`src/rtl/uart_pkg.sv`:
```
// Shared types and helpers for the FIFO-draining UART transmitter.
package uart_pkg;

    typedef enum logic [2:0] {
        IDLE   = 3'd0,
        START  = 3'd1,
        DATA   = 3'd2,
        PARITY = 3'd3,
        STOP   = 3'd4
    } uart_tx_state_t;

    localparam int UART_DATA_BITS = 8;

    // Even parity is the XOR of the byte; odd parity inverts it.
    function automatic logic parity_bit(input logic [7:0] data, input logic odd);
        return (^data) ^ odd;
    endfunction

endpackage

```
`src/rtl/uart_baud_counter.sv`:
```
// Bit-period timer: counts 0..CLKS_PER_BIT-1 and flags the last cycle of each bit.
module uart_baud_counter #(
    parameter int CLKS_PER_BIT = 868
) (
    input  logic clk,
    input  logic rst_n,
    input  logic clear,
    output logic bit_tick
);

    localparam int               CW   = $clog2(CLKS_PER_BIT);
    localparam logic [CW-1:0]    LAST = CW'(CLKS_PER_BIT - 1);

    logic [CW-1:0] cnt_r;

    // Free-running within a frame, held at zero while the transmitter idles.
    always_ff @(posedge clk or negedge rst_n) begin
        if (!rst_n) begin
            cnt_r <= '0;
        end else if (clear) begin
            cnt_r <= '0;
        end else if (cnt_r == LAST) begin
            cnt_r <= '0;
        end else begin
            cnt_r <= cnt_r + CW'(1);
        end
    end

    assign bit_tick = (cnt_r == LAST) && !clear;

endmodule

```
`src/rtl/fifo_uart_tx.sv`:
```
// Pops bytes from a show-ahead FIFO and serialises each one as a UART frame.
module fifo_uart_tx
    import uart_pkg::*;
#(
    parameter int CLKS_PER_BIT = 868,
    parameter int PARITY_EN    = 0,
    parameter int PARITY_ODD   = 0,
    parameter int STOP_BITS    = 1
) (
    input  logic       clk,
    input  logic       rst_n,
    input  logic       enable,
    input  logic       fifo_empty,
    input  logic [7:0] fifo_data,
    output logic       fifo_rd,
    output logic       tx,
    output logic       busy,
    output logic       frame_done
);

    localparam logic       STOP_LAST = (STOP_BITS == 2) ? 1'b1 : 1'b0;
    localparam logic [2:0] BIT_LAST  = 3'(UART_DATA_BITS - 1);

    uart_tx_state_t state_r;
    logic [7:0]     shift_r;
    logic           parity_r;
    logic [2:0]     bit_cnt_r;
    logic           stop_cnt_r;
    logic           tick_s;
    logic           clear_s;

    assign clear_s = (state_r == IDLE);

    uart_baud_counter #(
        .CLKS_PER_BIT (CLKS_PER_BIT)
    ) u_baud (
        .clk      (clk),
        .rst_n    (rst_n),
        .clear    (clear_s),
        .bit_tick (tick_s)
    );

    // Frame sequencer; every output is a register so tx never glitches.
    always_ff @(posedge clk or negedge rst_n) begin
        if (!rst_n) begin
            state_r    <= IDLE;
            shift_r    <= 8'd0;
            parity_r   <= 1'b0;
            bit_cnt_r  <= 3'd0;
            stop_cnt_r <= 1'b0;
            fifo_rd    <= 1'b0;
            tx         <= 1'b1;
            busy       <= 1'b0;
            frame_done <= 1'b0;
        end else begin
            fifo_rd    <= 1'b0;
            frame_done <= 1'b0;
            case (state_r)
                IDLE: begin
                    if (enable && !fifo_empty) begin
                        shift_r    <= fifo_data;
                        parity_r   <= parity_bit(fifo_data, PARITY_ODD != 0);
                        bit_cnt_r  <= 3'd0;
                        stop_cnt_r <= 1'b0;
                        fifo_rd    <= 1'b1;
                        tx         <= 1'b0;
                        busy       <= 1'b1;
                        state_r    <= START;
                    end else begin
                        tx <= 1'b1;
                    end
                end
                START: begin
                    if (tick_s) begin
                        tx      <= shift_r[0];
                        shift_r <= shift_r >> 1;
                        state_r <= DATA;
                    end
                end
                DATA: begin
                    if (tick_s) begin
                        if (bit_cnt_r == BIT_LAST) begin
                            if (PARITY_EN != 0) begin
                                tx      <= parity_r;
                                state_r <= PARITY;
                            end else begin
                                tx      <= 1'b1;
                                state_r <= STOP;
                            end
                        end else begin
                            tx        <= shift_r[0];
                            shift_r   <= shift_r >> 1;
                            bit_cnt_r <= bit_cnt_r + 3'd1;
                        end
                    end
                end
                PARITY: begin
                    if (tick_s) begin
                        tx      <= 1'b1;
                        state_r <= STOP;
                    end
                end
                STOP: begin
                    if (tick_s) begin
                        if (stop_cnt_r == STOP_LAST) begin
                            busy       <= 1'b0;
                            frame_done <= 1'b1;
                            state_r    <= IDLE;
                        end else begin
                            stop_cnt_r <= 1'b1;
                        end
                    end
                end
                default: begin
                    tx      <= 1'b1;
                    busy    <= 1'b0;
                    state_r <= IDLE;
                end
            endcase
        end
    end

endmodule

```
`config.mk`:
```
export PLATFORM = sky130hd
export DESIGN_NAME = fifo_uart_tx
export DESIGN_NICKNAME = d
export VERILOG_FILES = /design/src/rtl/uart_pkg.sv /design/src/rtl/uart_baud_counter.sv /design/src/rtl/fifo_uart_tx.sv
export SDC_FILE = /design/constraint.sdc
export NUM_CORES = 1
export LEC_CHECK = 0
export CAP_MARGIN = 10
export CORE_MARGIN = 2
export CORE_UTILIZATION = 43
export DETAILED_ROUTE_END_ITERATION = 8
export HOLD_SLACK_MARGIN = 0.03
export MAX_ROUTING_LAYER = met4
export SLEW_MARGIN = 20
export SYNTH_ARGS = -nofsm -noshare
export SYNTH_HDL_FRONTEND = slang
export SYNTH_SLANG_ARGS = --single-unit
```
`constraint.sdc`:
```
create_clock -name clk -period 3.4 [get_ports clk]
set_clock_uncertainty 0.2 [all_clocks]
set_input_delay 0.68 -clock clk [delete_from_list [all_inputs] [get_ports clk]]
set_output_delay 0.68 -clock clk [all_outputs]
set_load 0.02 [all_outputs]
```
# Yosys cells after proc, flatten, opt, wreduce, memory -nomap -nowiden
# Cells that the tools add are included.
classes:
  addsub: 2
  n_mul: 0
  div_mod_pow: 0
  order_cmp: 0
  n_eq_ne: 14
  n_shift: 0
  mux: 38
  bitwise: 2
  reduce_logical: 15
op_table:
  columns: ["operator", "n"]
  rows:
  - ["8-bit 2-to-1 mux", 4]
  - ["3-bit 2-to-1 mux", 10]
  - ["8-bit case mux with 3 select lines", 1]
  - ["10-bit 2-to-1 mux", 2]
  - ["1-bit 2-to-1 mux", 16]
  - ["2-bit inequality test, second input constant", 8]
  - ["3-bit case mux with 5 select lines", 1]
  - ["4-bit AND reduction", 3]
  - ["10-bit by 1-bit adder with 10-bit output, second input constant", 1]
  - ["10-bit == test, second input constant", 1]
  - ["7-bit AND reduction", 1]
  - ["3-bit by 2-bit == test with 1-bit output, second input constant", 2]
  - ["3-bit == test, second input constant", 2]
  - ["3-bit case mux with 2 select lines", 1]
  - ["1-bit case mux with 5 select lines", 1]
  - ["5-bit AND reduction", 1]
  - ["2-bit nonzero test", 2]
  - ["3-bit by 1-bit adder with 3-bit output, second input constant", 1]
  - ["3-bit by 1-bit == test with 1-bit output, second input constant", 1]
  - ["3-bit logical NOT", 1]
  - ["1-bit case mux with 3 select lines", 1]
  - ["3-bit AND reduction", 1]
  - ["3-bit nonzero test", 1]
  - ["3-bit OR reduction", 1]
  - ["other kinds (4)", 7]
totals:
  regBits: 29
  latchBits: 0
  ram_bits: 0
  rom_bits: 0
  in_bits: 12
  out_inout_bits: 4
  elab_cells: 80
  n_memories: 0

# Longest topological paths before layout
# Gate-level depths: netlist of the first run.
depth:
  depth_word: 5
  mapped_depth: 6
  mapped_depth_nobuf: 6

# By module
# From an unflattened synthesis of the first run, not the netlist that was laid out.
hier_totals:
  hier_cells: 143
  hier_area_um2: 1529.0
by_module_without_submodules:
  columns: ["mod", "instances", "cells_each", "area_per_inst_um2", "seq_area_each_um2"]
  rows:
  - ["fifo_uart_tx", 1, 91, 1002.2, 451.7]
  - ["uart_baud_counter", 1, 52, 526.8, 250.2]

# Worst setup path before layout of the first run
# Ideal clock, no wire load.
synth_timing:
  path_kind: "register -> register"
  from: "register u_baud.cnt_r[4]"
  to: "register shift_r[0]"
  setup_time_ns: 0.123
  arrival_time_ns: 1.858
  required_time_ns: 3.077
  setup_slack_ns: 1.220
  stages_incl_launch_ff: 5
  path_buffers: 0
  synth_period_minus_slack_ns: 2.180
  path_cell_list: "dfrtp_1 or4b_1 or4_4 a211o_4 o221a_1"
synth_between:
  elab_chain_cells: 4
  elab_cells_between_ends: 5
  cone_classes: "eq/ne: 3; reduce/logical: 2"
synth_lines:
  columns: ["item", "line_no", "source"]
  rows:
  - ["start: declaration", "uart_baud_counter.sv:14", "logic [CW-1:0] cnt_r;"]
  - ["start signal: assignment", "uart_baud_counter.sv:25", "cnt_r <= cnt_r + CW'(1);"]
  - ["10-bit == test *", "uart_baud_counter.sv:29", "assign bit_tick = (cnt_r == LAST) && !clear;"]
  - ["1-bit logical AND *", "uart_baud_counter.sv:29", null]
  - ["2-bit inequality test (no source line)", null, null]
  - ["5-bit AND reduction (no source line) *", null, null]
  - ["end signal: assignment", "fifo_uart_tx.sv:61", "shift_r <= fifo_data;"]
  - ["end signal: assignment", "fifo_uart_tx.sv:76", "shift_r <= shift_r >> 1;"]
  - ["end signal: assignment", "fifo_uart_tx.sv:92", "shift_r <= shift_r >> 1;"]
  - ["end: declaration", "fifo_uart_tx.sv:25", "logic [7:0] shift_r;"]
# Mark *: on every way between the ends. The rest lies on a longest branch, timed or not.
# A chain may end at the register's enable or synchronous reset.

# Final worst setup path of the first run
layout_timing:
  from: "register u_baud.cnt_r[0]"
  to: "register bit_cnt_r[0]"
layout_between:
  elab_chain_cells: 4
layout_lines:
  columns: ["item", "line_no", "source"]
  rows:
  - ["10-bit == test", "uart_baud_counter.sv:29", null]
  - ["1-bit logical AND", "uart_baud_counter.sv:29", null]
  - ["2-bit inequality test (no source line)", null, null]
  - ["4-bit AND reduction (no source line)", null, null]
  - ["end signal: assignment", "fifo_uart_tx.sv:93", "bit_cnt_r <= bit_cnt_r + 3'd1;"]
  - ["end: declaration", "fifo_uart_tx.sv:27", "logic [2:0] bit_cnt_r;"]
# No other way between the ends.

==> results.txt, run 1 <==
The synthesized flop and latch total was 28; the initial antenna violation count was 0. The vertical die dimension is 60.63 um, and the routed length on met1 is 1202 um. The worst path uses 70.45% of the clock period. The number of iterations in the first detailed-routing pass came out at 4. The synthesized instance count is 130, and the power per standard cell area is 542.8 mW/mm2.

For this design, the sink count on the clock tree is 28. In this run the critical register-to-register path is launched from u_baud.cnt_r[0]$_DFF_PN0_. The finished cells cover 0.001609 mm2. The class of the most critical hold timing path was flip-flop to flip-flop.

At the pin with the least slew margin, the transition time is 0.5525 ns. The total length of routed met2 wires was 1221 um. After detailed routing, the average wire length per cell comes to 13.69 um. Worst-case headroom to the max-slew limit: 62.88%.

For the number of setup buffers added after CTS, the log shows 0. For the area of the placeable core, the log shows 0.003053 mm2. Global routing consumed, over all layers together, 16.03% of the routing resources. Hold is met by 0.3010 ns. After clock tree synthesis, the clock-pin slew on the worst setup and hold paths is 0.16 ns.

The total I/O pin count was 16; the ratio of routed vias to standard cells was 5.238. The run gives 3.47 ns as the critical path data required time. For this run, the post-layout net count is 161. The number of diodes added for antenna fixing is 0. Prior to clock tree synthesis, the placed netlist has a worst setup slack of 0.9653 ns. The share of cells above drive strength 1 was 11.72%.

The die is 60.63 um wide. The run gives 0 as the remaining antenna violation count. The routed wire length on met3 is 129 um. The instance count after placement with tap cells included is 185, and the total count of max-transition violations in the final report is 0. The share of Yosys cell area claimed by the top area cell type is 49.00%, and the count of port buffers added during placement is 15. Of all nets on the critical path, the largest fanout is 4. The critical path ends at bit_cnt_r[0]$_DFFE_PN0P_. The clock period could shrink to 2.395 ns. Summing all placed instances gives a cell area of 0.001556 mm2. The post-cts resize count came out at 0. Signal routing reaches up to met4.

Setup total negative slack on the finished layout was measured at 0 ns. For the worst setup path, the data arrival time is 2.46 ns. The tools report the starting utilization of the core area as 45.16%.

Derived from the worst setup path, the maximum achievable clock frequency is 0.4175 GHz. After detailed routing, the number of remaining DRC violations is 0. Clock tree buffer depth: 2. Tracing the worst setup path back leads to its startpoint at u_baud.cnt_r[0]$_DFF_PN0_.

The setup path with the least slack is of type flip-flop to flip-flop. The tools report the count of final hold-check violations as 0. Sorting the synthesized cells by area gives the leading types as sky130_fd_sc_hd__dfrtp_1, sky130_fd_sc_hd__o221a_1, sky130_fd_sc_hd__xnor2_1. The flow ran to the end, and the final reports show no timing, DRC or antenna violations. The kind of launch point of the worst setup path was a flip-flop. The number of maximum-capacitance constraint violations came out at 0.

The die covers 0.003675 mm2. The initialized floorplan defines 20 standard-cell rows. In this run, post-CTS hold repair placed 0 buffers.

Kind of end point of the critical path: a flip-flop. At the end of routability-driven placement, the weighted congestion stood at 0.8091. Entering global routing, the biggest net connects 29 pins. Detailed placement finished with a half-perimeter wire length of 1851 um.

The number of global-route vias before repair was 946. After global routing the overflow that remains totals 0. Setup violations remaining at the end of the flow were counted as 0. The capture point of the worst reg-to-reg path is bit_cnt_r[0]$_DFFE_PN0P_.

Cells fill 52.70% of the core in the end. Clock tree synthesis inserted a total of 3 buffers. The logs give 2587 um for the routed wire length and 50.91% for the sequential area share after synthesis. The source-to-sink clock delay at the later pin of the worst-skew pair is 0.33 ns, and the total number of vias is 990. Counting the fill cells in the layout gives 287.

The biggest area contributor in the post-synthesis netlist is sky130_fd_sc_hd__dfrtp_1. In this run the static leakage power is 0.6736 nW. The first routing iteration left 38 violations.

The wire length of the first global-routing pass was 4271 um; the number of cells on the worst reg-to-reg path was 5. The setup slack of the most critical reg-to-reg path is 1.00 ns, and the area growth from synthesis to layout is 16.70%. The run gives 0.2655 mV as the worst voltage drop across the vdd grid. Setup repair after global routing left no endpoint under its margin. The synthesized area per cell came out at 10.61 um2. The design draws 873.4 uW. Once routing completed, OpenROAD measured the worst setup slack at 1.005 ns. For the H-tree level count, the log shows 1. Clock tree synthesis selected as its root buffer the cell sky130_fd_sc_hd__clkbuf_4. TritonCTS built the clock tree. The logs give 0 for the number of warnings printed during yosys synthesis and 0.001379 mm2 for the combined area of all synthesized cells.

When the netlist entered floorplanning its net count stood at 145. The distinct cell type count after synthesis is 39, and the filler-free cell count of the finished design is 189.
[cells by family after synthesis]
kind of cell               Yosys count  synth area share [%]
DFF                                 28                 50.91
xor gates and xnor gates             9                 5.717
AOI/OAI and AO/OA                   21                 13.70
adders and majority gates            3                 2.723
buffers and inverters               14                 4.990
and+or+nand+nor                     52                 19.78
muxes                                3                 2.178
[Yosys cell counts]
master                     number
sky130_fd_sc_hd__a211o_1        1
sky130_fd_sc_hd__a211o_4        1
sky130_fd_sc_hd__a211oi_1       1
sky130_fd_sc_hd__a21o_1         1
sky130_fd_sc_hd__a21oi_1        2
sky130_fd_sc_hd__a21oi_2        1
sky130_fd_sc_hd__a221oi_1       1
sky130_fd_sc_hd__a31o_1         1
sky130_fd_sc_hd__a31o_2         1
sky130_fd_sc_hd__and3_1         1
sky130_fd_sc_hd__and3b_1        2
sky130_fd_sc_hd__buf_4          2
sky130_fd_sc_hd__buf_6          1
sky130_fd_sc_hd__clkbuf_1       1
sky130_fd_sc_hd__clkbuf_2       1
sky130_fd_sc_hd__dfrtp_1       27
sky130_fd_sc_hd__dfstp_2        1
sky130_fd_sc_hd__ha_1           3
sky130_fd_sc_hd__inv_1          9
sky130_fd_sc_hd__mux2i_1        3
sky130_fd_sc_hd__nand2_1        8
sky130_fd_sc_hd__nand2b_1       1
sky130_fd_sc_hd__nand3_1        5
sky130_fd_sc_hd__nand3b_1       1
sky130_fd_sc_hd__nand4_1        1
sky130_fd_sc_hd__nor2_1        16
sky130_fd_sc_hd__nor3_1         4
sky130_fd_sc_hd__nor4_1         2
sky130_fd_sc_hd__nor4b_1        1
sky130_fd_sc_hd__o21a_1         1
sky130_fd_sc_hd__o21ai_0        2
sky130_fd_sc_hd__o221a_1        7
sky130_fd_sc_hd__o22ai_1        1
sky130_fd_sc_hd__or2_2          7
sky130_fd_sc_hd__or2b_1         1
sky130_fd_sc_hd__or4_4          1
sky130_fd_sc_hd__or4b_1         1
sky130_fd_sc_hd__xnor2_1        7
sky130_fd_sc_hd__xor2_1         2
[flip-flops by register name, summed over array words and instances (netlist names)]
name	flops
shift_r	8
frame_done	1
state_r	3
bit_cnt_r	3
fifo_rd	1
busy	1
u_baud.cnt_r	10
tx	1
[worst max-delay path, stage by stage (launching register included)]
cell and delay (ns):
sky130_fd_sc_hd__dfrtp_1 0.42, sky130_fd_sc_hd__ha_1 0.24, sky130_fd_sc_hd__nor4b_1 0.36, sky130_fd_sc_hd__nand4_1 0.29
sky130_fd_sc_hd__nor3_1 0.54, sky130_fd_sc_hd__mux2i_1 0.27
[per-layer routing]
layer / up-vias / GRT usage [%]
li1: 484 / -
met1: 483 / 20.62
met2: 18 / 25.96
met3: 5 / 2.132
met4: 0 / 5.590
met5: - / -
[worst min path at each step]
stage / cells after the start / start / slack, ns / end
finish: 1 / u_baud.cnt_r[0]$_DFF_PN0_ / 0.30 / u_baud.cnt_r[0]$_DFF_PN0_
global route: 1 / u_baud.cnt_r[0]$_DFF_PN0_ / 0.34 / u_baud.cnt_r[0]$_DFF_PN0_
CTS: 1 / u_baud.cnt_r[0]$_DFF_PN0_ / 0.30 / u_baud.cnt_r[0]$_DFF_PN0_
detailed placement: 1 / u_baud.cnt_r[0]$_DFF_PN0_ / 0.28 / u_baud.cnt_r[0]$_DFF_PN0_
global placement: 1 / bit_cnt_r[0]$_DFFE_PN0P_ / 0.28 / bit_cnt_r[0]$_DFFE_PN0P_
floorplan: 0 / rst_n / 0.18 / bit_cnt_r[0]$_DFFE_PN0P_
[layout by cell type, fill, tap and decap left out, types with 4 or more instances in the layout]
| master | netlist | final |
|---|---|---|
| sky130_fd_sc_hd__clkdlybuf4s50_1 | 0 | 15 |
| sky130_fd_sc_hd__dfrtp_1 | 27 | 27 |
| sky130_fd_sc_hd__inv_1 | 9 | 9 |
| sky130_fd_sc_hd__nand2_1 | 8 | 8 |
| sky130_fd_sc_hd__nand3_1 | 5 | 5 |
| sky130_fd_sc_hd__nor2_1 | 16 | 16 |
| sky130_fd_sc_hd__nor3_1 | 4 | 4 |
| sky130_fd_sc_hd__o221a_1 | 7 | 7 |
| sky130_fd_sc_hd__or2_2 | 7 | 7 |
| sky130_fd_sc_hd__xnor2_1 | 7 | 7 |
[cell type report]
class                      count  area [um2]  area share, %
inverter                       9       33.78          2.100
timing repair buffer          16       157.7          9.798
tap                           44       55.05          3.421
clock inverter                 1       30.03          1.866
sequential                    28       701.9          43.62
multi-input combinational     88       608.1          37.79
clock buffer                   3       22.52          1.400
[power breakdown]
part / total (mW) / switching [mW] / internal, mW
Sequential: 0.463 / 0.0603 / 0.403
Clock: 0.219 / 0.0998 / 0.119
Combinational: 0.191 / 0.0917 / 0.0994
Total: 0.873 / 0.252 / 0.622
Power figures use the tool's default switching activity.
==> run 2, diff against run 1 <==
- clock period: 3.4 -> 2.45 ns (I/O delays scaled with it)
==> results.txt, run 2 (synthesized netlist as in run 1, its figures left out) <==
Total setup violations reported at the end of the flow: 0 (unchanged). The total count of max-transition violations in the final report is 0 (unchanged). The residual overflow from global routing is 0 (unchanged). The run gives 45.16% (unchanged) as the starting utilization of the core area. The logs give 15.38% (was 16.03%) for the total routing resource utilization after global routing and 0 (unchanged) for the number of remaining DRC errors. The maximum fanout count along the critical path was 7 (was 4); the number of maximum-capacitance constraint violations was 0 (unchanged).

Commonest cells after routing, fill and taps aside: sky130_fd_sc_hd__dfrtp_1, sky130_fd_sc_hd__nor2_1, sky130_fd_sc_hd__clkdlybuf4s50_1 (unchanged). For the clock net sink count, the log shows 28 (unchanged). Clock root buffer master: sky130_fd_sc_hd__clkbuf_4 (unchanged).

Instance count after placement with tap cells included: 186 (was 185). The power per standard cell area is 745.7 mW/mm2 (was 542.8 mW/mm2), and the remaining antenna violation count is 0 (unchanged). For the final net count, the log shows 162 (was 161).

The clock tree buffer depth was 2 (unchanged). The last weighted congestion value of the routability-driven placer is 0.8515 (was 0.8091). The run finished with clean final reports. The half-perimeter wire length after detailed placement was 1781 um (was 1851 um). The ratio of routed vias to standard cells works out to 5.116 (was 5.238). The run gives 0 (unchanged) as the number of diodes added for antenna fixing. The number of cells on the worst reg-to-reg path was 4 (was 5); the source-to-sink clock delay at the later pin of the worst-skew pair was 0.34 ns (was 0.33 ns). The class of the most critical hold timing path was flip-flop to flip-flop (unchanged). The horizontal die dimension was 60.63 um (unchanged); the static power due to leakage was 0.6790 nW (was 0.6736 nW).

The number of flip-flops in the largest register was 10 (unchanged); the area of the placeable core was 0.003053 mm2 (unchanged). The routed wire length was 2441 um (was 2587 um). The clock transition at the register clock pins on the worst setup and hold paths after CTS came out at 0.16 ns (about the same).

The final clock period utilization by the worst path came out at 93.52% (was 70.45%). Largest registers: u_baud.cnt_r x10, shift_r x8 (unchanged). The total number of vias was 972 (was 990); the die footprint was 0.003675 mm2 (unchanged). The run gives 0 (unchanged) as the number of setup buffers added after CTS. For the worst-case headroom to the max-slew limit, the log shows 72.38% (was 62.88%). Wire length of the first global-routing pass: 4084 um (was 4271 um).

The logs give 295 (was 287) for the layout filler cell count and 20 (unchanged) for the count of standard-cell rows. Most frequent standard cell in the layout excluding fill and tap cells: sky130_fd_sc_hd__dfrtp_1 (unchanged). The number of buffers created by CTS is 3 (unchanged), and the highest clock rate is 0.4364 GHz (was 0.4175 GHz). The run gives 1 (unchanged) as the H-tree level count. The number of global-route vias before repair is 950 (was 946), and the post-detailed-route wirelength per cell is 12.85 um (was 13.69 um). For the total I/O pin count, the log shows 16 (unchanged).

Kind of launch point of the worst setup path: a flip-flop (unchanged). The filler-free cell count of the finished design came out at 190 (was 189). The count of port buffers added during placement was 15 (unchanged). The share of cells above drive strength 1 is 12.33% (was 11.72%), and the count of final hold-check violations is 0 (unchanged). The measured slew at the worst slew-check pin is 0.4142 ns (was 0.5525 ns). The register with the highest flop count was u_baud.cnt_r (unchanged). The minimum clock period is 2.291 ns (was 2.395 ns). The area taken by flip-flops and latches is 701.9 um2 (unchanged), and the number of DRC markers after the initial detailed-route iteration is 17 (was 38). Area growth from synthesis to layout: 17.24% (was 16.70%). The post-place instance area is 0.001564 mm2 (was 0.001556 mm2). The initial antenna violation count was 0 (unchanged). Setup repair after global routing left no endpoint under its margin. Cell area after layout: 0.001617 mm2 (was 0.001609 mm2).

For the final setup TNS, the log shows 0 ns (unchanged). Kind of end point of the critical path: a flip-flop (unchanged). The critical path data arrival time is 2.34 ns (was 2.46 ns).

For the number of buffers inserted for hold repair after clock tree synthesis, the log shows 0 (unchanged). The largest net degree at the start of global routing is 29 (unchanged), and the worst voltage drop across the vdd grid is 0.3623 mV (was 0.2655 mV). The cell count of the worst hold path is 1 (unchanged), and the area used by multi-input combinational logic is 608.1 um2 (unchanged).

The vertical die dimension is 60.63 um (unchanged), and the critical path data required time is 2.50 ns (was 3.47 ns). TritonCTS built the clock tree. The run gives 2 (was 4) as the number of iterations in the first detailed-routing pass. Type of the worst setup path: flip-flop to flip-flop (unchanged).

Post-cts resize count: 0 (unchanged).
run 2: changes by cell type in the layout (fill, tap and decap cells not counted), sizes merged:
cell / change
buf: +1
run 2: final timing paths:
path	from	to	slack, ns
min	u_baud.cnt_r[0]$_DFF_PN0_	u_baud.cnt_r[0]$_DFF_PN0_	0.29
min reg2reg	u_baud.cnt_r[0]$_DFF_PN0_	u_baud.cnt_r[0]$_DFF_PN0_	0.29
max in group asynchronous	rst_n	tx$_DFFE_PN1P_	1.44
max	u_baud.cnt_r[4]$_DFF_PN0_	shift_r[5]$_DFFE_PN0P_	0.16
max reg2reg	u_baud.cnt_r[4]$_DFF_PN0_	shift_r[5]$_DFFE_PN0P_	0.16
min in group asynchronous	rst_n	u_baud.cnt_r[2]$_DFF_PN0_	0.30
run 2: area by class of cell:
type	count	area share (%)
Inverter	9	2.090
Clock inverter	1	1.858
Timing Repair Buffer	17	10.22
Multi-Input combinational cell	88	37.62
Tap cell	44	3.406
Sequential cell	28	43.42
Clock buffer	3	1.393
run 2: metrics by stage:
step	setup slack, ns	hold WS (ns)	utilization [%]	total power, mW
after global placement	0.1894	0.2789	51.23	0.9095
after floorplan	0.2695	-0.005591	-	0.8256
after global routing	0.08283	0.3243	52.95	1.285
final	0.1587	0.2936	52.95	1.205
after CTS	0.1546	0.2981	52.95	1.224
after detailed placement	0.1854	0.2777	51.23	0.9168
run 2: routing by layer:
layer | up-vias | wire length, um | track usage (%)
li1 | 484 | - | -
met4 | 0 | 48 | 8.075
met1 | 469 | 1132 | 18.17
met5 | - | 0 | -
met2 | 15 | 1143 | 24.58
met3 | 4 | 116 | 3.198
run 2: critical path: stages (launching register included):
cell	delay, ns
sky130_fd_sc_hd__dfrtp_1	0.46
sky130_fd_sc_hd__or4b_1	0.52
sky130_fd_sc_hd__or4_4	0.45
sky130_fd_sc_hd__a211o_4	0.33
sky130_fd_sc_hd__o221a_1	0.24
run 2: power breakdown:
group	internal, mW	switching, mW
Combinational	0.137	0.123
Clock	0.166	0.138
Sequential	0.559	0.0831
